`config.mk`:
```
export PLATFORM = sky130hd
export DESIGN_NAME = led_blink_array
export DESIGN_NICKNAME = d
export VERILOG_FILES = /design/src/rtl/led_blink_pkg.sv /design/src/rtl/led_blink_channel.sv /design/src/rtl/led_blink_array.sv
export SDC_FILE = /design/constraint.sdc
export NUM_CORES = 1
export LEC_CHECK = 0
export BUFFER_PORTS_ARGS = -buffer_cell sky130_fd_sc_hd__buf_2
export CORE_MARGIN = 2
export CORE_UTILIZATION = 68
export DETAILED_ROUTE_END_ITERATION = 6
export PLACE_DENSITY = 0.95
export SLEW_MARGIN = 20
export SYNTH_ARGS = -nofsm -noshare
export SYNTH_HDL_FRONTEND = slang
export SYNTH_SLANG_ARGS = --single-unit
export TNS_END_PERCENT = 30
```
`constraint.sdc`:
```
create_clock -name clk -period 10.7 [get_ports clk]
set_input_delay 0 -clock clk [delete_from_list [all_inputs] [get_ports clk]]
set_output_delay 0 -clock clk [all_outputs]
set_load 0.005 [all_outputs]
```
`src/rtl/led_blink_pkg.sv`:
```
// rtl/led_blink_pkg.sv - shared mode encodings for the LED blink array
package led_blink_pkg;

   typedef enum logic [1:0] {
      MODE_OFF   = 2'd0,
      MODE_ON    = 2'd1,
      MODE_BLINK = 2'd2,
      MODE_BURST = 2'd3
   } mode_e;

   function automatic logic is_active(input mode_e m);
      return (m == MODE_BLINK) || (m == MODE_BURST);
   endfunction

endpackage

```
`src/rtl/led_blink_channel.sv`:
```
// rtl/led_blink_channel.sv - one LED channel: mode, phase and burst state with registered outputs
module led_blink_channel
   import led_blink_pkg::*;
#(
   parameter int PER_W   = 16,
   parameter int BURST_W = 4
) (
   input  logic               clk,
   input  logic               rst_n,
   input  logic               tick_i,
   input  logic               load_i,
   input  mode_e              mode_i,
   input  logic [PER_W-1:0]   half_period_i,
   input  logic [BURST_W-1:0] burst_i,
   output logic               led_o,
   output logic               busy_o,
   output logic               done_o
);

   mode_e              mode_q;
   logic [PER_W-1:0]   half_q;
   logic [PER_W-1:0]   phase_q;
   logic [BURST_W-1:0] rem_q;
   logic               led_q;
   logic               busy_q;
   logic               done_q;
   logic [PER_W-1:0]   last_phase;

   // A stored half-period of 0 behaves exactly like 1.
   assign last_phase = (half_q == '0) ? '0 : half_q - PER_W'(1);

   always_ff @(posedge clk or negedge rst_n) begin
      if (!rst_n) begin
         mode_q  <= MODE_OFF;
         half_q  <= '0;
         phase_q <= '0;
         rem_q   <= '0;
         led_q   <= 1'b0;
         busy_q  <= 1'b0;
         done_q  <= 1'b0;
      end else begin
         done_q <= 1'b0;
         if (load_i) begin
            mode_q  <= mode_i;
            half_q  <= half_period_i;
            rem_q   <= burst_i;
            phase_q <= '0;
            unique case (mode_i)
               MODE_OFF: begin
                  led_q  <= 1'b0;
                  busy_q <= 1'b0;
               end
               MODE_ON: begin
                  led_q  <= 1'b1;
                  busy_q <= 1'b0;
               end
               MODE_BLINK: begin
                  led_q  <= 1'b1;
                  busy_q <= 1'b1;
               end
               MODE_BURST: begin
                  if (burst_i == '0) begin
                     mode_q <= MODE_OFF;
                     led_q  <= 1'b0;
                     busy_q <= 1'b0;
                     done_q <= 1'b1;
                  end else begin
                     led_q  <= 1'b1;
                     busy_q <= 1'b1;
                  end
               end
            endcase
         end else if (tick_i && is_active(mode_q)) begin
            if (phase_q == last_phase) begin
               phase_q <= '0;
               // A burst cycle is consumed on each falling (1->0) LED edge.
               if ((mode_q == MODE_BURST) && led_q) begin
                  led_q <= 1'b0;
                  if (rem_q <= BURST_W'(1)) begin
                     mode_q <= MODE_OFF;
                     busy_q <= 1'b0;
                     done_q <= 1'b1;
                     rem_q  <= '0;
                  end else begin
                     rem_q <= rem_q - BURST_W'(1);
                  end
               end else begin
                  led_q <= ~led_q;
               end
            end else begin
               phase_q <= phase_q + PER_W'(1);
            end
         end
      end
   end

   assign led_o  = led_q;
   assign busy_o = busy_q;
   assign done_o = done_q;

endmodule

```
`src/rtl/led_blink_array.sv`:
```
// rtl/led_blink_array.sv - multi-channel LED blink controller with shared tick prescaler
module led_blink_array
   import led_blink_pkg::*;
#(
   parameter int  N_CH     = 4,
   parameter int  TICK_DIV = 50000,
   parameter int  PER_W    = 16,
   parameter int  BURST_W  = 4,
   localparam int CH_W     = (N_CH > 1) ? $clog2(N_CH) : 1
) (
   input  logic               clk,
   input  logic               rst_n,
   input  logic               wr_en,
   input  logic [CH_W-1:0]    wr_ch,
   input  logic [1:0]         wr_mode,
   input  logic [PER_W-1:0]   wr_half_period,
   input  logic [BURST_W-1:0] wr_burst,
   output logic [N_CH-1:0]    led,
   output logic [N_CH-1:0]    busy,
   output logic [N_CH-1:0]    done
);

   localparam int              PRE_W    = $clog2(TICK_DIV);
   localparam logic [PRE_W-1:0] PRE_LAST = PRE_W'(TICK_DIV - 1);

   logic [PRE_W-1:0] pre_q;
   logic [PRE_W-1:0] pre_d;
   logic             tick;
   logic             wr_accept;

   assign tick  = (pre_q == PRE_LAST);
   assign pre_d = tick ? '0 : pre_q + PRE_W'(1);

   always_ff @(posedge clk or negedge rst_n) begin
      if (!rst_n) begin
         pre_q <= '0;
      end else begin
         pre_q <= pre_d;
      end
   end

   // Out-of-range channel numbers are dropped so they cannot alias a real channel.
   assign wr_accept = wr_en && ({1'b0, wr_ch} < (CH_W + 1)'(N_CH));

   for (genvar g = 0; g < N_CH; g++) begin : g_ch
      led_blink_channel #(
         .PER_W   (PER_W),
         .BURST_W (BURST_W)
      ) u_ch (
         .clk           (clk),
         .rst_n         (rst_n),
         .tick_i        (tick),
         .load_i        (wr_accept && (wr_ch == CH_W'(g))),
         .mode_i        (mode_e'(wr_mode)),
         .half_period_i (wr_half_period),
         .burst_i       (wr_burst),
         .led_o         (led[g]),
         .busy_o        (busy[g]),
         .done_o        (done[g])
      );
   end

endmodule

```
Yosys cells after proc, flatten, opt, wreduce, memory -nomap -nowiden

Cells that the tools add are included.

Flip-flop bits (word level): 180
Bits in latches: 0
Bits in writable memories: 0
Memory bits (read-only): 0
Bits of input ports: 27
Output and inout bits: 12
Word-level logic and storage cells: 242
Memories kept: 0

$add $sub $neg: 13
$mul: 0
Divide/modulo/power cells: 0
$lt $le $gt $ge: 4
Equality and inequality tests: 19
Shifts and indexed selects: 0
Muxes and demuxes: 120
Bitwise operators: 4
Reduce and logical (&&, ||, !) cells: 53

Operators with widths:

| cell                  | count |
|---|---|
| $mux 16               | 17 |
| $add 16x1->16 const B | 5 |
| $mux 4                | 20 |
| $eq 16x16->1          | 4 |
| $logic_not 16->1      | 4 |
| $sub 16x1->16 const B | 4 |
| $mux 1                | 59 |
| $mux 2                | 22 |
| $reduce_bool 2->1     | 16 |
| $eq 2x2->1 const B    | 12 |
| $eq 16x16->1 const B  | 1 |
| $le 4x1->1 const B    | 4 |
| $reduce_and 4->1      | 4 |
| $sub 4x1->4 const B   | 4 |
| $logic_and 1x1->1     | 12 |
| $reduce_and 3->1      | 4 |
| $reduce_and 2->1      | 4 |
| $pmux 1 s3            | 2 |
| $eq 2x1->1 const B    | 2 |
| $logic_not 2->1       | 2 |
| $logic_not 4->1       | 1 |
| $logic_or 1x1->1      | 4 |
| $not 1->1             | 4 |
| $reduce_or 2->1       | 2 |

Logic depth before layout (Yosys ltp)

Depth after elaboration: 6
Depth in mapped cells: 14
Gate-level depth less buffers: 11

Modules after synthesis

From an unflattened synthesis, not the netlist that was laid out.

Cells, all modules: 1,347
Area total of the unflattened synthesis: 12,331.8 µm²

By module, submodules not included:

| module                               | times used | cells an instance | area an instance (µm²) | seq. area each (µm²) |
|---|---|---|---|---|
| led_blink_channel (g_ch[0].u_ch ...) | 3          | 324               | 2,921.6                | 1,026.0 |
| led_blink_channel (g_ch[3].u_ch)     | 1          | 302               | 2,785.2                | 1,026.0 |
| led_blink_array                      | 1          | 73                | 782.0                  | 400.4 |

Worst setup path before layout

No wires, ideal clock.

Kind: register -> register
Start point: register g_ch[3].u_ch.half_q[0]
End point: register g_ch[3].u_ch.busy_q
Setup time: 0.120 ns
Arrival time: 3.344 ns
Required time: 10.580 ns
Setup slack: 7.236 ns
Cell stages (with the launch flop): 13
Path buffers: 1
Period minus slack after synthesis: 3.464 ns
Cell sequence: dfrtp_1 > inv_1 > ha_1 > clkbuf_1 > nor3b_1 > and4b_1 > mux2i_1 > xnor2_1 > nor4_1 > nand4_1 > nor3_1 > nand2_1 > a31o_2

Cells in the longest elaborated chain, start to end: 5
Elaborated cells on any way between the ends: 6
Classes of those cells: 1 x add/sub; 1 x eq/ne; 1 x mux; 3 x reduce/logical

RTL lines:

| what                                              | RTL line                | RTL |
|---|---|---|
| from (decl)                                       | led_blink_channel.sv:21 | `logic [PER_W-1:0] half_q;` |
| from (signal assigned)                            | led_blink_channel.sv:45 | `half_q <= half_period_i;` |
| $sub 16x1->16 or $logic_not 16->1 (tied branches) | led_blink_channel.sv:30 | `assign last_phase = (half_q == '0) ? '0 : half_q - PER_W'(1);` |
| $mux 16 (*)                                       | led_blink_channel.sv:30 |  |
| $eq 16x16->1 (*)                                  | led_blink_channel.sv:74 | `if (phase_q == last_phase) begin` |
| $reduce_bool 2->1 (no source line) (*)            | n/a                     |  |
| $reduce_and 4->1 (no source line) (*)             | n/a                     |  |
| to (signal assigned)                              | led_blink_channel.sv:39 | `busy_q <= 1'b0;` |
| to (signal assigned)                              | led_blink_channel.sv:69 | `busy_q <= 1'b1;` |
| to (signal assigned)                              | led_blink_channel.sv:81 | `busy_q <= 1'b0;` |
| to (decl)                                         | led_blink_channel.sv:25 | `logic busy_q;` |

Every way passes the cells marked *; elsewhere a longest branch is shown, timed or not.
A chain may end at the register's enable or synchronous reset.

Worst setup path after layout

Start point: register g_ch[2].u_ch.half_q[6]
End point: register g_ch[2].u_ch.phase_q[7]

Cells in the longest elaborated chain, start to end: 6
Elaborated cells on any way between the ends: 7
Classes of those cells: 1 x add/sub; 1 x eq/ne; 4 x mux; 1 x reduce/logical

RTL lines:

| what                                              | RTL line                | RTL |
|---|---|---|
| from (decl)                                       | led_blink_channel.sv:21 |  |
| from (signal assigned)                            | led_blink_channel.sv:45 |  |
| $sub 16x1->16 or $logic_not 16->1 (tied branches) | led_blink_channel.sv:30 |  |
| $mux 16 (*)                                       | led_blink_channel.sv:30 |  |
| $eq 16x16->1 (*)                                  | led_blink_channel.sv:74 |  |
| $mux 16 (*)                                       | led_blink_channel.sv:74 |  |
| $mux 16 (*)                                       | led_blink_channel.sv:73 | `end else if (tick_i && is_active(mode_q)) begin` |
| $mux 16 (*)                                       | led_blink_channel.sv:43 | `if (load_i) begin` |
| to (signal assigned)                              | led_blink_channel.sv:91 | `phase_q <= phase_q + PER_W'(1);` |
| to (decl)                                         | led_blink_channel.sv:22 | `logic [PER_W-1:0] phase_q;` |

Every way passes the cells marked *; elsewhere a longest branch is shown, timed or not. The select of a mux whose other input is x is not followed.

==> impl_metrics.tcl <==
set metrics [dict create \
    cts_buffer_depth 2 \
    p_per_area_nw_per_um2 148 \
    antenna_found_initial 0 \
    die_height_um 135 \
    vias_per_cell 6.59 \
    reg2regPathDepth 9 \
    post_cts_resized 0 \
    fin_crit_sh_pct 43.0 \
    gr-usage-all-layers_pct 34.8 \
    antenna_cells 0 \
    drc 0 \
    outcome "completed" \
    synth_cells 1429 \
    initial_core_util_pct 69.9 \
    worst_slew_pin_slew_ns 1.10 \
    area_growth_pct 7.82 \
    setup_viol 0 \
    final_cell_area_um2 12500 \
    syn_nets 1476 \
    critical_path_peak_fanout 17 \
    r2r_start "g_ch[2].u_ch.half_q[6]" \
    reg2reg_slack_ns 6.10 \
    end_kind "flop" \
    core-area_um2 16600 \
    via_count 10900 \
    cts_setup_buffers 0 \
    die_width_um 135 \
    placedInstanceArea_um2 11800 \
    ys_ff_latch 180 \
    critPathTopFamily "simple AND/OR/NAND/NOR gates" \
    max_slew_margin_pct 26.5 \
    die_area_um2 18200 \
    clkLatencyLatePin_ns 0.45 \
    htreeDepth 4 \
    final_nets 1472 \
    crit_buf_inv 0 \
    total_power_uw 1860 \
    grt_pass1_wl_um 50800 \
    path_depth 9 \
    cp-startpoint "g_ch[2].u_ch.half_q[6]" \
    worstSetupPathType "reg -> reg" \
    worstPathCellList "nor4_1, nand4_1, nor3_1, mux2_2, a2111oi_0, nand4_1, nor2_1, or4_1, a31oi_1" \
    grt_max_degree 114 \
    clock-root-buffer "clkbuf_16" \
    report.final.slew_viol_count 0 \
    port_buffers 38 \
    fin_tns_setup_ns 0 \
    overflow 0 \
    ant_nets 0 \
    rsz0062_at_grt "no" \
    finalHoldViolations 0 \
    worst_path_most_repeated_cell "nand4_1" \
    cts_tree "built" \
    fin_skew_ns 0.0163 \
    ir_drop_mv 0.165 \
    grt_pass1_vias 10400 \
    cts.sinks 180 \
    critPathSlowestCell "nor2_1" \
    cts_buffers 17 \
    crit_arrival_ns 4.91 \
    syn_area_um2 11600 \
    wl_per_cell_um 18.4 \
    max_stage_delay_ns 0.89 \
    ys_seq_area_share_pct 38.7 \
    rows 47 \
    required_ns 11.01 \
    place_hpwl_um 20600 \
    drive_above_1_share_pct 7.79 \
    firstDrtPassIters 5 \
    hp-class "in -> reg" \
    synth_edf_count 0 \
    avgSynthCellArea_um2 8.14 \
    clk_pin_slew_ns 0.08 \
    power.leakage_uw 0.00543 \
    crit_end "g_ch[2].u_ch.phase_q[7]" \
    clock.fmax_mhz 217 \
    synth.area.top_cells "dfrtp_1, nand2_1, xnor2_1" \
    start_kind "flop" \
    async_flop_share_pct 100 \
    drt_iter0_drc 1127 \
    timing.hold.ws_ns 0.0783 \
    drt_wl_total_um 30500 \
    postCtsHoldBufs 21 \
    io_pins 39 \
    synth.distinct_cells 76 \
    yosysTopAreaCell "dfrtp_1" \
    maxCapViolations 0 \
    r2r-end "g_ch[2].u_ch.phase_q[7]" \
    globalplace.congestion 0.981 \
    yosys_warnings 0 \
    yosys_most_used_dff "dfrtp_1" \
    synth_top_area_share_pct 38.7 \
    fin_crit_ns 4.60 \
]
[final cells by class]
cell class,instances,area [um2]
clock buffer,19,443
clock inverter,13,114
fill,1136,4100
inverter,39,146
multi-input combinational,1123,6620
sequential,180,4500
tap,220,275
timing repair buffer,64,447
[where the power goes]
part	switching, uW	total, uW	internal (uW)
logic	244	411	167
clock network	299	610	312
registers	98.0	841	743
total	641	1860	1220
[state kept, by name, indices dropped and copies added, names as in the netlist]
name and cells:
g_ch.u_ch.busy_o 4, pre_q 16, g_ch.u_ch.led_o 4, g_ch.u_ch.done_o 4, g_ch.u_ch.rem_q 16, g_ch.u_ch.half_q 64
g_ch.u_ch.mode_q 8, g_ch.u_ch.phase_q 64
[worst min-delay path by stage]
| stage | depth (start not counted) | slack [ns] | end | start |
|---|---|---|---|---|
| 2_1_floorplan | 0 | -0.30 | g_ch[0].u_ch.busy_o | rst_n |
| 3_3_place_gp | 1 | 0.22 | g_ch[1].u_ch.phase_q[4] | rst_n |
| 3_5_place_dp | 1 | 0.23 | g_ch[1].u_ch.phase_q[2] | rst_n |
| 4_1_cts | 3 | 0.03 | g_ch[0].u_ch.mode_q[1] | wr_mode[1] |
| 5_1_grt | 3 | 0.09 | g_ch[0].u_ch.mode_q[0] | wr_mode[0] |
| 6_report | 3 | 0.08 | g_ch[0].u_ch.mode_q[0] | wr_mode[0] |
[cells in the mapped netlist, types with 9 or more instances]
| library cell | count |
|---|---|
| a21oi_1 | 51 |
| a31oi_1 | 27 |
| and2_1 | 9 |
| and3_1 | 20 |
| buf_4 | 12 |
| clkbuf_1 | 63 |
| dfrtp_1 | 180 |
| ha_1 | 20 |
| inv_1 | 39 |
| mux2i_1 | 19 |
| nand2_1 | 299 |
| nand2b_1 | 11 |
| nand3_1 | 52 |
| nand3b_1 | 11 |
| nand4_1 | 35 |
| nor2_1 | 117 |
| nor2b_1 | 15 |
| nor3_1 | 46 |
| nor3b_1 | 9 |
| nor4_1 | 21 |
| o211ai_1 | 14 |
| o21ai_0 | 52 |
| o22ai_1 | 9 |
| o31ai_1 | 10 |
| or2_2 | 13 |
| or3_1 | 25 |
| or4_1 | 26 |
| xnor2_1 | 51 |
| xor2_1 | 49 |
[worst register-to-register path: cells and delay by family, from the launching register on]
kind / cells / cell delay [ns]
mux: 1 / 0.37
simple gates: 6 / 3.16
flops: 1 / 0.47
compound gates: 2 / 0.48
[kinds of logic (layout without fill, tap and decap cells)]
| kind of cell | after synthesis | count (layout) | synth area share [%] |
|---|---|---|---|
| buffers and inverters | 126 | 135 | 4.56 |
| AO/OA/AOI/OAI | 239 | 239 | 13.8 |
| flip-flops | 180 | 180 | 38.7 |
| AND/OR/NAND/NOR | 742 | 742 | 31.3 |
| XOR/XNOR | 100 | 100 | 7.53 |
| multiplexers | 22 | 22 | 1.92 |
| adder cells (fa/ha/maj) | 20 | 20 | 2.15 |
[cells in the final DEF, fill, tap and decap left out, types with 39 or more instances in the layout]
cell type | netlist | layout
nor3_1 | 46 | 45
nand3_1 | 52 | 52
xor2_1 | 49 | 49
o21ai_0 | 52 | 52
nor2_1 | 117 | 115
inv_1 | 39 | 39
nand2_1 | 299 | 299
xnor2_1 | 51 | 51
dfrtp_1 | 180 | 180
a21oi_1 | 51 | 51
[per-stage QoR]
step | setup WS (ns) | util [%] | instances
after CTS | 6.21 | 75.3 | 1658
after floorplan | 7.24 | - | 1429
final | 6.10 | 75.4 | 1658
after global routing | 5.71 | 75.4 | 1658
after detailed placement | 6.24 | 70.7 | 1605
after global placement | 6.25 | 70.7 | 1605
[layer usage]
| metal | global-route usage, % | part of all wire (%) | vias to the layer above |
|---|---|---|---|
| met4 | 15.4 | 3.5 | 0 |
| met5 | 0 | 0 | - |
| met2 | 54.9 | 47 | 552 |
| li1 | - | - | 5042 |
| met1 | 47.0 | 41 | 5227 |
| met3 | 6.87 | 8.4 | 105 |
Note: power is estimated with default switching activity, not from simulation.
